### src/rtl/shift_deserializer.sv
// Serial-in/parallel-out collector that reassembles Bits-wide words and hands them out on a valid/ready port.
// Define PARITY_CHECK_EN to add a trailing even-parity bit per frame and the parityErr output.
module shift_deserializer #(
  parameter int Bits = 4
) (
  input  logic            CLK,
  input  logic            RST,
  input  logic            frameStart,
  input  logic            msbFirst,
  input  logic            bitValid,
  input  logic            serialIn,
  output logic [Bits-1:0] wordOut,
  output logic            wordValid,
  input  logic            wordReady,
  output logic            overrun,
  output logic            busy
`ifdef PARITY_CHECK_EN
  ,
  output logic            parityErr
`endif
);

  localparam int CntW = $clog2(Bits + 1);
`ifdef PARITY_CHECK_EN
  localparam int FrameLen  = Bits + 1;
  localparam bit HasParity = 1'b1;
`else
  localparam int FrameLen  = Bits;
  localparam bit HasParity = 1'b0;
`endif
  localparam logic [CntW-1:0] LastIdx = CntW'(FrameLen - 1);

  localparam logic [0:0] IDLE    = 1'b0;
  localparam logic [0:0] COLLECT = 1'b1;

  logic [0:0]      state;
  logic [Bits-1:0] shiftReg;
  logic [CntW-1:0] count;
  logic            frameMsb;

  logic [Bits-1:0] seedReg;
  logic [Bits-1:0] shiftedReg;
  logic [Bits-1:0] newWord;
  logic            useMsb;
  logic            completing;
  logic            parityBitNow;
`ifdef PARITY_CHECK_EN
  logic            newParity;
`endif

  // A frameStart cycle shifts into a cleared register using the live msbFirst.
  always_comb begin
    seedReg      = frameStart ? '0 : shiftReg;
    useMsb       = frameStart ? msbFirst : frameMsb;
    shiftedReg   = useMsb ? {seedReg[Bits-2:0], serialIn}
                          : {serialIn, seedReg[Bits-1:1]};
    completing   = !frameStart && (state == COLLECT) && bitValid && (count == LastIdx);
    parityBitNow = HasParity && (count == LastIdx);
    newWord      = HasParity ? shiftReg : shiftedReg;
`ifdef PARITY_CHECK_EN
    newParity    = (^shiftReg) ^ serialIn;
`endif
  end

  always_ff @(posedge CLK or negedge RST) begin
    if (!RST) begin
      state     <= IDLE;
      shiftReg  <= '0;
      count     <= '0;
      frameMsb  <= 1'b0;
      wordOut   <= '0;
      wordValid <= 1'b0;
      overrun   <= 1'b0;
`ifdef PARITY_CHECK_EN
      parityErr <= 1'b0;
`endif
    end else begin
      if (frameStart) begin
        state    <= COLLECT;
        frameMsb <= msbFirst;
        shiftReg <= bitValid ? shiftedReg : '0;
        count    <= bitValid ? CntW'(1) : '0;
      end else if ((state == COLLECT) && bitValid) begin
        if (!parityBitNow) shiftReg <= shiftedReg;
        if (count == LastIdx) begin
          state <= IDLE;
          count <= '0;
        end else begin
          count <= count + 1'b1;
        end
      end

      // A word finishing while the previous one is still unconsumed is lost.
      if (completing) begin
        if (!wordValid || wordReady) begin
          wordOut   <= newWord;
          wordValid <= 1'b1;
`ifdef PARITY_CHECK_EN
          parityErr <= newParity;
`endif
        end else begin
          overrun <= 1'b1;
        end
      end else if (wordValid && wordReady) begin
        wordValid <= 1'b0;
      end
    end
  end

  assign busy = (state == COLLECT);

endmodule
### config.mk
export PLATFORM = sky130hd
export DESIGN_NAME = shift_deserializer
export DESIGN_NICKNAME = d
export VERILOG_FILES = /design/src/rtl/shift_deserializer.sv
export SDC_FILE = /design/constraint.sdc
export NUM_CORES = 1
export LEC_CHECK = 0
export CAP_MARGIN = 20
export CORE_UTILIZATION = 46
export CTS_BUF_LIST = sky130_fd_sc_hd__clkbuf_8
export DETAILED_ROUTE_END_ITERATION = 8
export PLACE_DENSITY_LB_ADDON = 0.1
export SLEW_MARGIN = 20
export SYNTH_ARGS = -nofsm -noshare
export SYNTH_HDL_FRONTEND = slang
export SYNTH_SLANG_ARGS = --single-unit
### constraint.sdc
create_clock -name CLK -period 1.7 [get_ports CLK]
set_input_delay 0.51 -clock CLK [delete_from_list [all_inputs] [get_ports CLK]]
set_output_delay 0.51 -clock CLK [all_outputs]
set_load 0.02 [all_outputs]
==> results of run 1 <==
==> registers in the layout, indices dropped and copies added (netlist names) <==
register,count
frameMsb,1
busy,1
wordOut,4
shiftReg,4
overrun,1
count,3
wordValid,1
==> cell type report <==
type	count	area (um2)
Clock buffer	3	41.3
Clock inverter	1	5.00
Fill cell	109	388
Inverter	3	11.3
Multi-Input combinational cell	42	320
Sequential cell	15	375
Tap cell	15	18.8
Timing Repair Buffer	24	206
==> worst paths after layout <==
check	start	end	cells after the start
min in group asynchronous	RST	shiftReg[2]$_DFFE_PN0P_	2
worst min-delay path	overrun$_DFFE_PN0P_	overrun$_DFFE_PN0P_	1
worst max register to register	count[0]$_DFFE_PN0P_	wordOut[2]$_DFFE_PN0P_	5
worst min register to register	overrun$_DFFE_PN0P_	overrun$_DFFE_PN0P_	1
worst max-delay path	frameStart	wordOut[2]$_DFFE_PN0P_	4
max in group asynchronous	RST	count[0]$_DFFE_PN0P_	2
==> kinds of logic after synthesis <==
group | Yosys count | synth area share (%)
multiplexers | 9 | 13.9
buffers and inverters | 6 | 3.53
flip-flops | 15 | 52.9
AND/OR/NAND/NOR | 20 | 16.2
AO/OA/AOI/OAI | 12 | 11.6
adder cells (fa/ha/maj) | 1 | 1.76
==> synth_stat cells (2+ instances only) <==
master and number:
dfrtp_1 15, nor2_1 7, inv_1 3, mux2_2 7, o32ai_1 2, nand2b_1 2
nand2_1 3, mux2i_1 2, o21ai_0 2, a21oi_1 3
==> per-layer routing <==
layer | up-vias | GRT usage (%)
met1 | 261 | 25.2
li1 | 269 | -
met5 | - | 0
met4 | 0 | 12.1
met2 | 9 | 32.8
met3 | 2 | 3.26
==> power breakdown <==
part	internal (mW)	leakage, nW	total, mW	switching [mW]
Combinational	0.102	0.279	0.194	0.0926
Sequential	0.392	0.195	0.413	0.0212
Clock	0.162	0.0255	0.286	0.124
==> what timing repair did <==
action,in CTS,in global routing
endpoints found under the setup margin,11,4
gates resized for setup,7,4
buffers inserted,2,2
hold buffers,0,0
pin swaps,1,2
==> stage by stage <==
| stage | cells | hold WS, ps | util (%) |
|---|---|---|---|
| detailed placement | 95 | 450 | 65.7 |
| global route | 103 | 471 | 71.6 |
| CTS | 101 | 455 | 69.5 |
| finish | 103 | 457 | 71.6 |
| global placement | 95 | 441 | 65.7 |
| floorplan | 63 | 214 | - |
==> results.ini, run 1 <==
[detailed_routing]
postRouteWirelength_um = 1450
drc = 0
via_count = 541
top_layer = met4
route.met2.wl_um = 735
wl_met1_um = 648
first_iter_violations = 10
wl_per_cell_um = 14.1
first_pass_iters = 4
viasPerCell = 5.25
final_antenna_net_count = 0
met3_length_um = 54

[die]
die_area_um2 = 1700
start_util_pct = 51.9
die_w_um = 41.3
fp.dieH_um = 41.3
rows = 13
fp.coreArea_um2 = 1370
ios = 14

[finish]
drive_gt1_share_pct = 30.7
nets = 97
final_common_cell = dfrtp_1
area_growth_pct = 37.9
antenna_cells = 0
fin_area_um2 = 978
mostFrequentLayoutCells = 15 x dfrtp_1, 11 x buf_4, 7 x nor2_1, 7 x dlygate4sd2_1, 5 x clkdlybuf4s50_1

[timing]
finClkSkew_ps = 4.47
finalCritPeriodShare_pct = 96.8
setup_ws_ps = 53.8
timing.final.crit_period_ps = 1650
max_freq_mhz = 607
finalHoldViolations = 0
setup_viol = 0
maxSlewHeadroom_pct = 81.1
drv_slew = 0
max_slew.worst_pin.slew_ps = 281
fin_setup_tns_ps = 0

[grt]
antenna_found_initial = 0
track_usage_pct = 20.3
grt_pass1_wl_um = 2110
grt_overflow = 0
grt_pass1_vias = 506
grt_max_degree = 16

[worst_setup_path]
cpPeakStageDelay_ps = 470
cp_slowest_cell = clkdlybuf4s50_1
crit_type = input port to register
critical-path-top-delay-family = buffers and inverters
crit_fanout = 4
end_kind = register
path_cells = clkdlybuf4s50_1 > nor4_4 > buf_4 > mux2_2
cp_num_buf_inv = 2
required_ps = 1830
ff2ff_setup_slack_ps = 60
critPathLaunchType = input port
crit_arrival_ps = 1780

[logic_synthesis]
syn-num-nets = 71
ys_top_cells_by_area = dfrtp_1 53%, mux2_2 11%, nor2_1 3.7%
yosysSeqAreaShare_pct = 52.9
async_flop_share_pct = 100
synth-main-ff-cell = dfrtp_1
syn_inst = 63
synth_edf_count = 0
synth-seq-cells = 15
netlist.area_leader.share_pct = 52.9
yosysUniqueCellTypes = 27
syn_area_per_cell_um2 = 11.3
yosys.area.top_type = dfrtp_1
ys_warn_count = 0
syn_area_um2 = 709

[cts]
clock_sinks = 15
cts.htree.levels = 1
cts_tree = done
root_buffer = clkbuf_8
cts_buffers = 3
insertion_delay_ps = 250
cts_max_path_buffers = 2
cts.reportedPaths.clkPinSlew_ps = 60

[flow_run]
drv_cap = 0

[place]
gp_congestion = 0.716
numPortBuffers = 13
dpl_cell_area_um2 = 897
hpwl_um = 937
post-place-ws_ps = -270

[pwr]
p_per_area_nw_per_um2 = 913
peakVddDrop_v = 0.000539
p_total_mw = 0.894
p_leak_nw = 0.499

[min_path]
hold_path_class = register to register

[outcome]
outcome = finished, final reports clean

Power figures use the tool's default switching activity.
==> inputs of run 2 (changes only) <==
--- a/config.mk
+++ b/config.mk
@@ -6,7 +6,7 @@
 export NUM_CORES = 1
 export LEC_CHECK = 0
 export CAP_MARGIN = 20
-export CORE_UTILIZATION = 46
+export CORE_UTILIZATION = 30
 export CTS_BUF_LIST = sky130_fd_sc_hd__clkbuf_8
 export DETAILED_ROUTE_END_ITERATION = 8
 export PLACE_DENSITY_LB_ADDON = 0.1
==> results.ini, run 2 (synthesis results as in run 1) <==
[worst_setup_path]
cpPeakStageDelay_ps = 380  ; was 470 ps
crit_type = register to register  ; was input port to register
cp_slowest_cell = nor4_4  ; was clkdlybuf4s50_1
critical-path-top-delay-family = simple AND/OR/NAND/NOR gates  ; was buffers and inverters
cp_num_buf_inv = 0  ; was 2
required_ps = 1830  ; about the same
critPathLaunchType = register  ; was input port
end_kind = register  ; unchanged
path_cells = ha_1 > or2b_1 > nor4_4 > mux2_2  ; was clkdlybuf4s50_1 > nor4_4 > buf_4 > mux2_2
crit_arrival_ps = 1800  ; was 1780 ps
crit_fanout = 4  ; unchanged

[outcome]
outcome = finished, final reports clean  ; unchanged

[finish]
final_common_cell = dfrtp_1  ; unchanged
nets = 95  ; was 97
fill_cells = 240  ; was 109
drive_gt1_share_pct = 27.9  ; was 30.7%
area_growth_pct = 36.0  ; was 37.9%
top_regs = shiftReg: 4 flops, wordOut: 4 flops, count: 3 flops  ; unchanged
antenna_cells = 0  ; unchanged
mostFrequentLayoutCells = 15 x dfrtp_1, 9 x buf_4, 7 x mux2_2, 7 x nor2_1, 7 x dlygate4sd2_1  ; was 15 x dfrtp_1, 11 x buf_4, 7 x nor2_1, 7 x dlygate4sd2_1, 5 x clkdlybuf4s50_1

[flow_run]
drv_cap = 0  ; unchanged

[cts]
hold_buffers = 0  ; unchanged
cts_tree = done  ; unchanged
cts.reportedPaths.clkPinSlew_ps = 60  ; about the same
cts_max_path_buffers = 2  ; unchanged
clock_sinks = 15  ; unchanged
cts_buffers = 3  ; unchanged
cts.htree.levels = 1  ; unchanged
insertion_delay_ps = 250  ; about the same
root_buffer = clkbuf_8  ; unchanged

[timing]
fin_setup_tns_ps = 0  ; unchanged
drv_slew = 0  ; unchanged
finalCritPeriodShare_pct = 98.4  ; was 96.8%
setup_ws_ps = 27.3  ; was 53.8 ps
timing.final.crit_period_ps = 1670  ; was 1650 ps
max_slew.worst_pin.slew_ps = 331  ; was 281 ps
finClkSkew_ps = 3.26  ; was 4.47 ps
finalHoldViolations = 0  ; unchanged
max_freq_mhz = 598  ; was 607 MHz
maxSlewHeadroom_pct = 77.8  ; was 81.1%
setup_viol = 0  ; unchanged
rsz0062_at_grt = yes

[min_path]
hold_path_class = register to register  ; unchanged

[place]
gp_congestion = 0.722  ; was 0.716
numPortBuffers = 13  ; unchanged
post-place-ws_ps = -272  ; was -270 ps
hpwl_um = 1030  ; was 937 um

[grt]
grt_max_degree = 16  ; unchanged
antenna_found_initial = 0  ; unchanged
grt_pass1_wl_um = 2460  ; was 2110 um
track_usage_pct = 13.4  ; was 20.3%
grt_overflow = 0  ; unchanged
grt_pass1_vias = 545  ; was 506

[pwr]
p_leak_nw = 0.476  ; was 0.499 nW
seqPwrFrac_pct = 47.2  ; was 46.2%
peakVddDrop_v = 0.000523  ; was 0.000539 V
intPower_mw = 0.644  ; was 0.656 mW
clkPwrFrac_pct = 32.3  ; was 32.0%
p_per_area_nw_per_um2 = 909  ; was 913 nW/um2
switching_share_pct = 26.6  ; about the same
comb_power_share_pct = 20.5  ; was 21.7%
p_sw_mw = 0.233  ; was 0.238 mW

[detailed_routing]
drc = 0  ; unchanged
first_iter_violations = 4  ; was 10
postRouteWirelength_um = 1400  ; was 1450 um
wl_per_cell_um = 12.2  ; was 14.1 um
final_antenna_net_count = 0  ; unchanged
first_pass_iters = 3  ; was 4
via_count = 536  ; was 541
viasPerCell = 4.70  ; was 5.25

[die]
fp.dieH_um = 50.6  ; was 41.3 um
die_w_um = 50.6  ; was 41.3 um
fp.coreArea_um2 = 2210  ; was 1370 um2
start_util_pct = 32.1  ; was 51.9%
ios = 14  ; unchanged
rows = 17  ; was 13
die_area_um2 = 2560  ; was 1700 um2

run 2: changes by cell type in the layout (fill, tap and decap cells not counted), sizes merged:
cell | previous run | this run
buf | 11 | 9
clkdlybuf4s50 | 5 | 6
clkinv | 1 | 0
dlymetal6s2s | 1 | 0
inv | 3 | 4
run 2: worst paths after layout:
| kind | start | to | slack, ps | cells past startpoint |
|---|---|---|---|---|
| max | count[0]$_DFFE_PN0P_ | wordOut[2]$_DFFE_PN0P_ | 30 | 4 |
| min | overrun$_DFFE_PN0P_ | overrun$_DFFE_PN0P_ | 490 | 1 |
| max reg2reg | count[0]$_DFFE_PN0P_ | wordOut[2]$_DFFE_PN0P_ | 30 | 4 |
| min reg2reg | overrun$_DFFE_PN0P_ | overrun$_DFFE_PN0P_ | 490 | 1 |
| max in group asynchronous | RST | wordOut[3]$_DFFE_PN0P_ | 940 | 2 |
| min in group asynchronous | RST | busy$_DFFE_PN0P_ | 580 | 2 |
run 2: worst register-to-register path, cell delays in order (launching register included):
cell     delay [ps]
dfrtp_1         350
ha_1            160
or2b_1          290
nor4_4          380
mux2_2          380
run 2: final cells by class:
class                      instances  area (um2)  share of cell area, %
clock inverter                     1        3.75                  0.389
clock buffer                       3        41.3                   4.28
sequential                        15         375                   38.9
inverter                           3        11.3                   1.17
tap                               28        35.0                   3.63
multi-input combinational         42         309                   32.0
timing repair buffer              22         189                   19.6
run 2: power by group through the flow:
stage               sequential [mW]  clock [mW]  combinational (mW)
floorplan                     0.443           0              0.0767
global placement              0.422           0               0.189
detailed placement            0.422           0               0.190
CTS                           0.414       0.294               0.181
global route                  0.419       0.312               0.200
finish                        0.414       0.284               0.180
run 2: timing repair:
item                       CTS  global route
setup endpoints to repair   11             4
pin swaps                    1             0
setup buffers                1             1
resized for setup            7             0
run 2: through the flow:
| stage | cells | util [%] | area, um2 | hold slack (ps) | power (mW) |
|---|---|---|---|---|---|
| floorplan | 63 | - | 709 | 214 | 0.520 |
| global placement | 108 | 41.3 | 913 | 442 | 0.611 |
| detailed placement | 108 | 41.3 | 913 | 490 | 0.612 |
| CTS | 113 | 43.3 | 957 | 503 | 0.889 |
| global route | 114 | 43.6 | 965 | 513 | 0.931 |
| finish | 114 | 43.6 | 965 | 489 | 0.877 |
run 2: layer usage:
metal	track usage, %	up-vias	part of all wire, %
li1	-	269	-
met1	16.1	255	47
met2	20.9	10	47
met3	5.76	2	4.4
met4	5.56	0	1.0
met5	0	-	0
